**src/rtl/muldiv_pkg.sv**
```systemverilog
// muldiv_pkg: shared op encodings, FSM state type and default iteration count
// for the iterative multiply/divide unit.
package muldiv_pkg;

   localparam int unsigned ITER_DEFAULT = 32;

   localparam logic [1:0] OP_MULT  = 2'b00;
   localparam logic [1:0] OP_MULTU = 2'b01;
   localparam logic [1:0] OP_DIV   = 2'b10;
   localparam logic [1:0] OP_DIVU  = 2'b11;

   typedef enum logic [1:0] {
      IDLE = 2'b00,
      CALC = 2'b01,
      FIX  = 2'b10,
      DONE = 2'b11
   } state_e;

endpackage

```
**src/rtl/muldiv_core.sv**
```systemverilog
// muldiv_core: one radix-2 step of the shared 64-bit accumulator.
//   multiply: {hi,lo} holds {partial product, remaining multiplier bits}.
//   divide:   {hi,lo} holds {partial remainder, dividend/quotient bits}.
module muldiv_core (
   input  logic        is_div,
   input  logic [63:0] acc_i,
   input  logic [31:0] opnd_i,
   output logic [63:0] acc_o
);

   logic [32:0] sum;
   logic [31:0] rem_sub;

   // Single iteration: shift-add for multiply, restoring shift-subtract for divide
   always_comb begin
      sum     = {1'b0, acc_i[63:32]} + (acc_i[0] ? {1'b0, opnd_i} : 33'd0);
      rem_sub = acc_i[62:31] - opnd_i;
      if (is_div) begin
         // acc_i[63:31] is the remainder after the left shift (33 bits wide)
         if (acc_i[63:31] >= {1'b0, opnd_i}) begin
            acc_o = {rem_sub, acc_i[30:0], 1'b1};
         end else begin
            acc_o = {acc_i[62:0], 1'b0};
         end
      end else begin
         acc_o = {sum, acc_i[31:1]};
      end
   end

endmodule

```
**src/rtl/muldiv_unit.sv**
```systemverilog
// muldiv_unit: iterative 32-bit MULT/MULTU/DIV/DIVU with HI/LO registers and
// MTHI/MTLO direct writes. Define MULDIV_DIV_EN to build the divide path;
// without it DIV/DIVU only produce a Done pulse and leave HI/LO unchanged.
module muldiv_unit
   import muldiv_pkg::*;
#(
   parameter int unsigned ITER = ITER_DEFAULT
) (
   input  logic        CLK,
   input  logic        RST,
   input  logic        Start,
   input  logic [1:0]  Op,
   input  logic [31:0] A,
   input  logic [31:0] B,
   input  logic        HiWre,
   input  logic        LoWre,
   output logic        Busy,
   output logic        Done,
   output logic        DivByZero,
   output logic [31:0] HI,
   output logic [31:0] LO
);

   localparam int unsigned CW = $clog2(ITER);

   state_e        state_q, state_d;
   logic [63:0]   acc_q, acc_d;
   logic [31:0]   opnd_q, opnd_d;
   logic [CW-1:0] cnt_q, cnt_d;
   logic          a_neg_q, a_neg_d;
   logic          b_neg_q, b_neg_d;
   logic [31:0]   hi_q, hi_d;
   logic [31:0]   lo_q, lo_d;
   logic          busy_q, busy_d;
   logic          done_q, done_d;

   logic          signed_op, a_neg_in, b_neg_in;
   logic [31:0]   abs_a, abs_b;
   logic [63:0]   acc_step, prod_fix;
   logic          is_div;

`ifdef MULDIV_DIV_EN
   logic          div_q, div_d;
   logic          bz_q, bz_d;
   logic          dz_q, dz_d;
   logic [31:0]   quot_fix, rem_fix;

   assign is_div = div_q;
   // A zero divisor leaves rem = |A| and quot = all ones after the loop, so the
   // normal remainder sign rule restores the original dividend; only the
   // quotient negation has to be suppressed.
   assign quot_fix  = ((a_neg_q ^ b_neg_q) && !bz_q) ? (32'd0 - acc_q[31:0]) : acc_q[31:0];
   assign rem_fix   = a_neg_q ? (32'd0 - acc_q[63:32]) : acc_q[63:32];
   assign DivByZero = dz_q;
`else
   assign is_div    = 1'b0;
   assign DivByZero = 1'b0;
`endif

   assign signed_op = (Op == OP_MULT) || (Op == OP_DIV);
   assign a_neg_in  = signed_op & A[31];
   assign b_neg_in  = signed_op & B[31];
   assign abs_a     = a_neg_in ? (32'd0 - A) : A;
   assign abs_b     = b_neg_in ? (32'd0 - B) : B;
   assign prod_fix  = (a_neg_q ^ b_neg_q) ? (64'd0 - acc_q) : acc_q;

   muldiv_core u_core (
      .is_div (is_div),
      .acc_i  (acc_q),
      .opnd_i (opnd_q),
      .acc_o  (acc_step)
   );

   // Next-state, datapath and HI/LO update
   always_comb begin
      state_d = state_q;
      acc_d   = acc_q;
      opnd_d  = opnd_q;
      cnt_d   = cnt_q;
      a_neg_d = a_neg_q;
      b_neg_d = b_neg_q;
      hi_d    = hi_q;
      lo_d    = lo_q;
`ifdef MULDIV_DIV_EN
      div_d   = div_q;
      bz_d    = bz_q;
`endif
      unique case (state_q)
         IDLE: begin
            if (Start) begin
               a_neg_d = a_neg_in;
               b_neg_d = b_neg_in;
               cnt_d   = '0;
               state_d = CALC;
               if (Op[1]) begin
`ifdef MULDIV_DIV_EN
                  div_d  = 1'b1;
                  bz_d   = (B == 32'd0);
                  opnd_d = abs_b;
                  acc_d  = {32'd0, abs_a};
`else
                  state_d = DONE;
`endif
               end else begin
`ifdef MULDIV_DIV_EN
                  div_d  = 1'b0;
                  bz_d   = 1'b0;
`endif
                  opnd_d = abs_a;
                  acc_d  = {32'd0, abs_b};
               end
            end else begin
               if (HiWre) hi_d = A;
               if (LoWre) lo_d = A;
            end
         end
         CALC: begin
            acc_d = acc_step;
            cnt_d = cnt_q + CW'(1);
            if (cnt_q == CW'(ITER - 1)) state_d = FIX;
         end
         FIX: begin
`ifdef MULDIV_DIV_EN
            if (div_q) begin
               hi_d = rem_fix;
               lo_d = quot_fix;
            end else begin
               hi_d = prod_fix[63:32];
               lo_d = prod_fix[31:0];
            end
`else
            hi_d = prod_fix[63:32];
            lo_d = prod_fix[31:0];
`endif
            state_d = DONE;
         end
         DONE: state_d = IDLE;
         default: state_d = IDLE;
      endcase

      busy_d = (state_d != IDLE);
      done_d = (state_d == DONE);
`ifdef MULDIV_DIV_EN
      dz_d   = (state_d == DONE) && div_d && bz_d;
`endif
   end

   // State registers with synchronous active-low reset
   always_ff @(posedge CLK) begin
      if (!RST) begin
         state_q <= IDLE;
         acc_q   <= '0;
         opnd_q  <= '0;
         cnt_q   <= '0;
         a_neg_q <= 1'b0;
         b_neg_q <= 1'b0;
         hi_q    <= '0;
         lo_q    <= '0;
         busy_q  <= 1'b0;
         done_q  <= 1'b0;
`ifdef MULDIV_DIV_EN
         div_q   <= 1'b0;
         bz_q    <= 1'b0;
         dz_q    <= 1'b0;
`endif
      end else begin
         state_q <= state_d;
         acc_q   <= acc_d;
         opnd_q  <= opnd_d;
         cnt_q   <= cnt_d;
         a_neg_q <= a_neg_d;
         b_neg_q <= b_neg_d;
         hi_q    <= hi_d;
         lo_q    <= lo_d;
         busy_q  <= busy_d;
         done_q  <= done_d;
`ifdef MULDIV_DIV_EN
         div_q   <= div_d;
         bz_q    <= bz_d;
         dz_q    <= dz_d;
`endif
      end
   end

   assign Busy = busy_q;
   assign Done = done_q;
   assign HI   = hi_q;
   assign LO   = lo_q;

endmodule

```
**config.mk**
```make
export PLATFORM = sky130hd
export DESIGN_NAME = muldiv_unit
export DESIGN_NICKNAME = d
export VERILOG_FILES = /design/src/rtl/muldiv_pkg.sv /design/src/rtl/muldiv_core.sv /design/src/rtl/muldiv_unit.sv
export SDC_FILE = /design/constraint.sdc
export NUM_CORES = 1
export LEC_CHECK = 0
export CAP_MARGIN = 20
export CORE_MARGIN = 3
export CORE_UTILIZATION = 42
export DETAILED_ROUTE_END_ITERATION = 7
export PLACE_DENSITY = 0.6
export SLEW_MARGIN = 5
export SYNTH_ARGS = -nofsm -noshare
export SYNTH_HDL_FRONTEND = slang
export SYNTH_SLANG_ARGS = --single-unit
```
**constraint.sdc**
```tcl
create_clock -name CLK -period 4.72 [get_ports CLK]
set_clock_uncertainty 0.15 [all_clocks]
set_input_delay 1.416 -clock CLK [delete_from_list [all_inputs] [get_ports CLK]]
set_output_delay 1.416 -clock CLK [all_outputs]
set_load 0.01 [all_outputs]
```
# --- Word level (Yosys, flattened, before mapping) ---
# Index checks and enable logic that the tools add are counted.
totals:
  ramBits: 0
  regBits: 171
  mem_bits_ro: 0
  mem_count: 0
  out_inout_bits: 67
  word_cells: 61
  latchBits: 0
classes:
  n_addsub: 5
  eq_ne: 11
  n_mux: 19
  n_lt_le_gt_ge: 0
  multipliers: 0
  reduce_logical: 12
  bitwise_logic: 4
  n_shift: 0
  div: 0
ops:
  columns: ["operator", "n"]
  rows:
  - ["$mux 32", 7]
  - ["$mux 64", 3]
  - ["$pmux 32 s2", 2]
  - ["$pmux 64 s2", 1]
  - ["$sub 1x32->32 const A", 2]
  - ["$sub 1x64->64 const A", 1]
  - ["$add 32x33->33", 1]
  - ["$reduce_and 3->1", 4]
  - ["$ne 2x2->1 const B", 5]
  - ["$pmux 5 s2", 1]
  - ["$eq 2x2->1 const B", 4]
  - ["$pmux 2 s4", 1]
  - ["$mux 2", 3]
  - ["$reduce_bool 2->1", 3]
  - ["$add 5x1->5 const B", 1]
  - ["$eq 5x5->1 const B", 1]
  - ["$mux 5", 1]
  - ["$logic_not 2->1", 2]
  - ["$reduce_and 2->1", 2]
  - ["$and 1x1->1", 2]
  - ["$eq 2x1->1 const B", 1]
  - ["$logic_or 1x1->1", 1]
  - ["$not 1->1", 1]
  - ["$xor 1x1->1", 1]

# --- Logic depth before layout (Yosys ltp) ---
# Gate-level depths: netlist of run 1.
logic_depth:
  ltp_word: 7
  depth_mapped: 12

# --- Modules after synthesis ---
# Synthesis of run 1 repeated with hierarchy kept, for this count alone.
unflattened:
  cells_unflattened: 1948
  area_unflattened_um2: 14741.6
modules_own_cells:
  columns: ["mod", "n_inst", "area_per_inst_um2", "cells_each"]
  rows:
  - ["muldiv_unit", 1, 9965.8, 1252]
  - ["muldiv_core", 1, 4775.8, 696]

# --- Worst setup path after synthesis of run 1 ---
# No wires, ideal clock.
synth_timing:
  kind: "input-to-reg"
  from: "in A[2]"
  to: "reg opnd_q[25]"
  n_path_buf: 2
  slack_ns: 1.135
  setup_time_ns: 0.124
  arrival_ns: 3.311
  required_ns: 4.446
  cell_stages: 9
  path_cell_list: "clkbuf_1 -> or4_4 -> or3_1 -> buf_2 -> nor4b_4 -> and3b_1 -> a21oi_1 -> xnor2_1 -> o21ai_1"
synth_via:
  elab_chain_cells: 2
synth_lines:
  columns: ["element", "line_no", "source"]
  rows:
  - ["start: declaration", "muldiv_unit.sv:13", "input logic [31:0] A,"]
  - ["$sub 1x32->32", "muldiv_unit.sv:63", "assign abs_a = a_neg_in ? (32'd0 - A) : A;"]
  - ["$mux 32", "muldiv_unit.sv:63", null]
  - ["end signal: assignment", "muldiv_unit.sv:169", "opnd_q <= opnd_d;"]
  - ["end: declaration", "muldiv_unit.sv:28", "logic [31:0] opnd_q, opnd_d;"]
# No other way between the ends.
# A chain may end at the register's enable or synchronous reset.

# --- Final worst setup path of run 1 ---
layout_timing:
  from: "in A[13]"
  to: "reg opnd_q[28]"
# Same word-level chain as after synthesis.

==> metrics.cfg, run 1 <==
[synth]
synth_compound_gate_area_share_pct=27.9
synth.avg_cell_area_um2=7.85
netlist.area_leader.share_pct=30.7
yosys.area_share.adder_pct=4.33
synthMuxAreaShare_pct=0.269
ys_ff_latch=171
synth_largest_area_cell=dfxtp_1
synth_cell_types=76
ys_async_sr_fraction_pct=0
synth_top_family_by_area=compound AO/OA/AOI/OAI gates
synth_nets=1530
synthFlopType=dfxtp_1
synthSimpleGateAreaFrac_pct=21.3
netlist_area_um2=11100
yosys.area_share.xor_xnor_pct=10.4
synth_warnings=0
synth.area.top_cells=dfxtp_1 (31%), xnor2_1 (7.4%), a21oi_1 (5.8%)
synth_cells=1421
synth-edff-count=0
yosysSeqAreaShare_pct=30.7

[drt]
vias=11100
ant_nets=0
drcViolationCount=0
drt_iter0_drc=925
wl_per_cell_um=20.0
via_per_inst=6.01
first_pass_iters=6
wl_um=37000

[min_path]
min_to=opnd_q[0]$_SDFFE_PN0P_
hold_start=opnd_q[0]$_SDFFE_PN0P_
min_path_type=flop to flop
hold-path-cell-count=2

[critical_path]
arrival_ns=3.99
rrSetupSlack_ns=1.19
r2r_start=acc_q[0]$_SDFFE_PN0P_
critPathKind=primary input to flop
reg2reg_to=acc_q[63]$_SDFFE_PN0P_
crit_fanout=7
critPathLaunchType=primary input
reg2reg_depth=10
cp-end-kind=flop
cp.required_ns=4.86

[final_layout]
n_antenna_cell=0
finalNonFillerCells=1854
fill_cells=2558
final_nets=1615
areaGrowthSynthToFinish_pct=20.3
drive_gt1_share_pct=6.39

[run_status]
status=finished clean

[clock_network]
cts_setup_buffers=0
clk_pin_slew_ns=0.07
holdBufCountCts=0
cts.sink_count=171
clock_path_buffers=2
cts_max_level=4
numCtsBuffers=17
root_buffer=clkbuf_16
cts_resized=0
cts_tree=yes
insertion_delay_ns=0.44

[place]
dp_cells=1822
gp_congestion=0.894
post-place-ws_ns=0.430
dp_hpwl_um=27600
io_buffers=136

[sta]
setup_viol=0
drv_slew=0
hold_viol=0
fin_crit_ns=3.85
worstMarginPinSlew_ns=0.946
maxSlewHeadroom_pct=36.8
period_share_pct=81.5
fin_tns_setup_ns=0
worst_slack_ns=0.872
max_freq_mhz=260
rsz0062_at_grt=false

[grt]
grt_max_degree=131
grt_pass1_vias=10500
grt_pass1_wl_um=58500
grt_usage_pct=25.5
overflow=0
antenna_found_initial=0

[power_and_ir_drop]
p_seq_share_pct=40.8
pwr-share-clk_pct=36.3
sw_frac_of_total_pct=33.3
ir_drop_v=0.000195
p_per_area_nw_per_um2=292
share_comb_of_total_power_pct=22.9
p_sw_uw=1300
p_leak_uw=0.00474
p_int_uw=2610

[floorplan]
ios=138
fp-row-count=59
die_y_um=169
initial_core_util_pct=42.8
die_width_um=169
die_area_um2=28500
coreArea_um2=26100

[job]
cap_violations=0

[per-stage QoR]
step | area (µm²) | hold WS (ns) | power (µW) | utilization (%)
2_1_floorplan | 11100 | 0.277 | 2150 | -
3_3_place_gp | 12800 | 0.290 | 2510 | 49.2
3_5_place_dp | 12800 | 0.300 | 2510 | 49.2
4_1_cts | 13400 | 0.309 | 3930 | 51.5
5_1_grt | 13400 | 0.336 | 4060 | 51.5
6_report | 13400 | 0.309 | 3910 | 51.5
[cell families after synthesis]
logic type	Yosys count
compound gates	473
simple gates	455
flops	171
buf+inv	147
xor+xnor	133
fa+ha+maj	38
mux	3
other cells	1
[worst max path at each step]
stage               cells past startpoint   from                       to  slack, ns
CTS                                     8   A[4]  opnd_q[26]$_SDFFE_PN0P_       0.89
floorplan                               9   A[2]  opnd_q[25]$_SDFFE_PN0P_       1.14
global placement                        8   A[4]  opnd_q[30]$_SDFFE_PN0P_       0.49
finish                                  8  A[13]  opnd_q[28]$_SDFFE_PN0P_       0.87
global route                            8   B[9]   acc_q[30]$_SDFFE_PN0P_       0.62
detailed placement                      8   A[4]  opnd_q[26]$_SDFFE_PN0P_       0.43
[power groups by stage]
stage / Clock, µW / Combinational [µW] / Sequential (µW)
3_5_place_dp: 0 / 887 / 1630
4_1_cts: 1450 / 891 / 1590
6_report: 1420 / 894 / 1590
2_1_floorplan: 0 / 537 / 1610
5_1_grt: 1490 / 966 / 1600
3_3_place_gp: 0 / 884 / 1630
[flip-flops by register name (all words and copies together) (netlist names)]
name	flops
Busy	1
Done	1
HI	32
LO	32
a_neg_q	1
acc_q	64
b_neg_q	1
cnt_q	5
opnd_q	32
state_q	2
[layout by cell type, fill, tap and decap left out, types with 5 or more instances in the layout]
| master | n |
|---|---|
| a31oi_1 | 30 |
| a21oi_1 | 130 |
| o22ai_1 | 49 |
| a211oi_1 | 21 |
| and3_1 | 9 |
| or4_1 | 9 |
| inv_8 | 6 |
| nor3_1 | 33 |
| clkbuf_16 | 17 |
| o21a_1 | 5 |
| nand4_1 | 11 |
| a22oi_1 | 73 |
| xor2_1 | 38 |
| a222oi_1 | 16 |
| or3_1 | 17 |
| nand3_1 | 41 |
| a41oi_1 | 10 |
| nor4_1 | 8 |
| buf_4 | 29 |
| o21ai_1 | 15 |
| and2_1 | 40 |
| a221oi_1 | 6 |
| dfxtp_1 | 171 |
| o21bai_1 | 5 |
| ha_1 | 37 |
| clkdlybuf4s50_1 | 136 |
| nor2b_1 | 9 |
| o21ai_0 | 50 |
| nand2_1 | 99 |
| a21o_1 | 5 |
| o31ai_1 | 16 |
| inv_1 | 46 |
| xnor2_1 | 93 |
| nor2_1 | 133 |
[layer usage]
metal  part of all wire (%)  track usage [%]  vias to the layer above
li1                       -                -                     5400
met1                     47             35.8                     5311
met2                     45             40.6                      379
met3                    5.8             3.74                       51
met4                    2.5             8.04                        0
met5                      0                0                        -
[synth_stat cells, types with 5 or more instances]
library cell and count:
buf_1 5, a22oi_1 73, a222oi_1 16, or4_1 9
ha_1 37, dfxtp_1 171, nor2_1 135, inv_1 46
a41oi_1 10, a21oi_1 130, xnor2_1 94, a21o_1 5
o22ai_1 49, a211oi_1 21, xor2_1 39, and3_1 9
nor2b_1 11, and2_1 40, o21ai_1 15, nand2_1 99
nor3_1 33, or3_1 17, a221oi_1 6, o21ai_0 50
nand3_1 41, o21a_1 5, o31ai_1 16, nand4_1 11
o21bai_1 7, clkbuf_1 91, a31oi_1 30, nor4_1 8
[critical path, cell delays in order]
cell and delay (ns):
clkdlybuf4s50_1 0.54, or3_1 0.50, or3_1 0.48, nor3_2 0.29
a21oi_1 0.23, or3_1 0.38, nand3_1 0.09, a21oi_1 0.06
[cell type report]
class	instances	area (µm²)	share of cell area, %
timing repair buffer	166	1600	11.9
multi-input combinational	1103	7200	53.7
inverter	47	179	1.33
tap	335	419	3.13
sequential	171	3420	25.5
clock buffer	18	439	3.28
clock inverter	14	148	1.10
Note: power is estimated with default switching activity, not from simulation.
==> run 2: changes to the inputs <==
==> constraint.sdc (replaced) <==
create_clock -name CLK -period 3.7 [get_ports CLK]
set_clock_uncertainty 0.15 [all_clocks]
set_input_delay 1.11 -clock CLK [delete_from_list [all_inputs] [get_ports CLK]]
set_output_delay 1.11 -clock CLK [all_outputs]
set_load 0.01 [all_outputs]
==> run 2 against run 1 <==
Compared with the run above: cell count is 3.5% higher; count of clock-buffer cells in the layout unchanged; critical path depth stayed put; via count rose by 2.5%; largest cell class unchanged; largest power group unchanged.
==> metrics.cfg, run 2 (synthesis results as in run 1) <==
[floorplan]
die_y_um=169
initial_core_util_pct=42.8
ios=138
fp-row-count=59
coreArea_um2=26100
die_width_um=169
die_area_um2=28500

[clock_network]
cts_resized=0
cts_setup_buffers=0
holdBufCountCts=0
insertion_delay_ns=0.44
root_buffer=clkbuf_16
numCtsBuffers=17
cts_max_level=4
cts.sink_count=171
clk_pin_slew_ns=0.08
cts_tree=yes
clock_path_buffers=2

[critical_path]
cp-end-kind=flop
rrSetupSlack_ns=0.45
crit_fanout=4
crit_slowest_cell=or4_4
critPathKind=primary input to flop
reg2reg_to=acc_q[63]$_SDFFE_PN0P_
critPathLaunchType=primary input
cp.required_ns=3.86
arrival_ns=3.56
crit_chain=clkdlybuf4s50_1 -> or4_4 -> or3_1 -> nor4b_4 -> and3b_1 -> a21oi_1 -> xnor2_1 -> o21ai_1
reg2reg_depth=11
r2r_start=acc_q[0]$_SDFFE_PN0P_
crit_path_max_incr_delay_ns=0.56

[place]
io_buffers=136
dp_cells=1886
place_area_um2=13300
gp_congestion=0.896
post-place-ws_ns=-0.0946
dp_hpwl_um=29200

[power_and_ir_drop]
p_leak_uw=0.00507
p_per_area_nw_per_um2=368
ir_drop_v=0.000313

[drt]
wl_per_cell_um=20.1
drt_iter0_drc=1124
via_per_inst=5.95
vias=11400
first_pass_iters=6
wl_um=38600
ant_nets=0
drcViolationCount=0

[sta]
rsz0062_at_grt=false
period_share_pct=91.9
drv_slew=0
worstMarginPinSlew_ns=0.931
fin_tns_setup_ns=0
worst_slack_ns=0.300
hold_ws_ns=0.303
hold_viol=0
setup_viol=0
max_freq_mhz=294
maxSlewHeadroom_pct=37.6
fin_crit_ns=3.40

[final_layout]
fin_area_um2=13900
drive_gt1_share_pct=10.2
finalNonFillerCells=1918
largest_register_ffs=64
areaGrowthSynthToFinish_pct=25.0
n_antenna_cell=0
largest_register=acc_q
final_cell_mix=dfxtp_1 (171), clkdlybuf4s50_1 (136), nor2_1 (133)
mostFrequentLayoutCell=dfxtp_1
final_nets=1679
fill_cells=2556

[grt]
grt_usage_pct=26.4
grt_pass1_wl_um=60200
antenna_found_initial=0
grt_pass1_vias=10900
grt_max_degree=115
overflow=0

[min_path]
hold_start=opnd_q[0]$_SDFFE_PN0P_
hold-path-cell-count=2
min_path_type=flop to flop
min_to=opnd_q[0]$_SDFFE_PN0P_

[run_status]
status=finished clean

[job]
cap_violations=0

run 2: changes by cell type in the layout (fill, tap and decap cells not counted):
cell	before	now
buf_12	1	2
inv_8	6	2
buf_4	29	92
bufinv_16	0	1
clkinv_8	2	4
inv_6	2	4
clkinv_2	1	0
run 2: cell type report:
cell class | count | area [µm²] | share of cell area, %
multi-input cells | 1103 | 7200 | 51.7
inverters | 47 | 179 | 1.28
well taps | 335 | 419 | 3.01
repair buffers | 230 | 2090 | 15.0
clock buffers | 18 | 439 | 3.15
flip-flops and latches | 171 | 3420 | 24.6
clock inverters | 14 | 178 | 1.28
run 2: how the worst max path moves through the flow:
stage | from | endpoint | slack [ns] | cells past startpoint
detailed placement | A[5] | opnd_q[29]$_SDFFE_PN0P_ | -0.09 | 8
finish | A[5] | opnd_q[25]$_SDFFE_PN0P_ | 0.30 | 8
CTS | A[5] | opnd_q[25]$_SDFFE_PN0P_ | 0.30 | 8
global route | A[10] | opnd_q[25]$_SDFFE_PN0P_ | 0.20 | 8
floorplan | A[2] | opnd_q[25]$_SDFFE_PN0P_ | 0.42 | 9
global placement | A[10] | opnd_q[29]$_SDFFE_PN0P_ | -0.09 | 8
run 2: report_power, final:
part           total, µW  switching (µW)  internal [µW]
registers           2030            98.0           1930
clock network       1880             890            989
logic               1220             701            515
total               5130            1690           3440
run 2: per-stage QoR:
step / utilization (%) / total power [µW]
3_3_place_gp: 51.1 / 3260
2_1_floorplan: - / 2740
5_1_grt: 53.5 / 5340
6_report: 53.5 / 5130
4_1_cts: 53.5 / 5150
3_5_place_dp: 51.1 / 3280
run 2: metal layers:
layer	up-vias	track usage (%)	share of wire, %
li1	5537	-	-
met1	5472	35.7	45
met2	362	44.1	47
met3	46	4.11	6.0
met4	0	6.83	1.9
met5	-	0	0
run 2: critical path, delay by kind of cell:
family	cells	cell delay, ns
xor+xnor	1	0.18
buf+inv	1	0.43
compound gates	2	0.19
simple gates	4	1.65
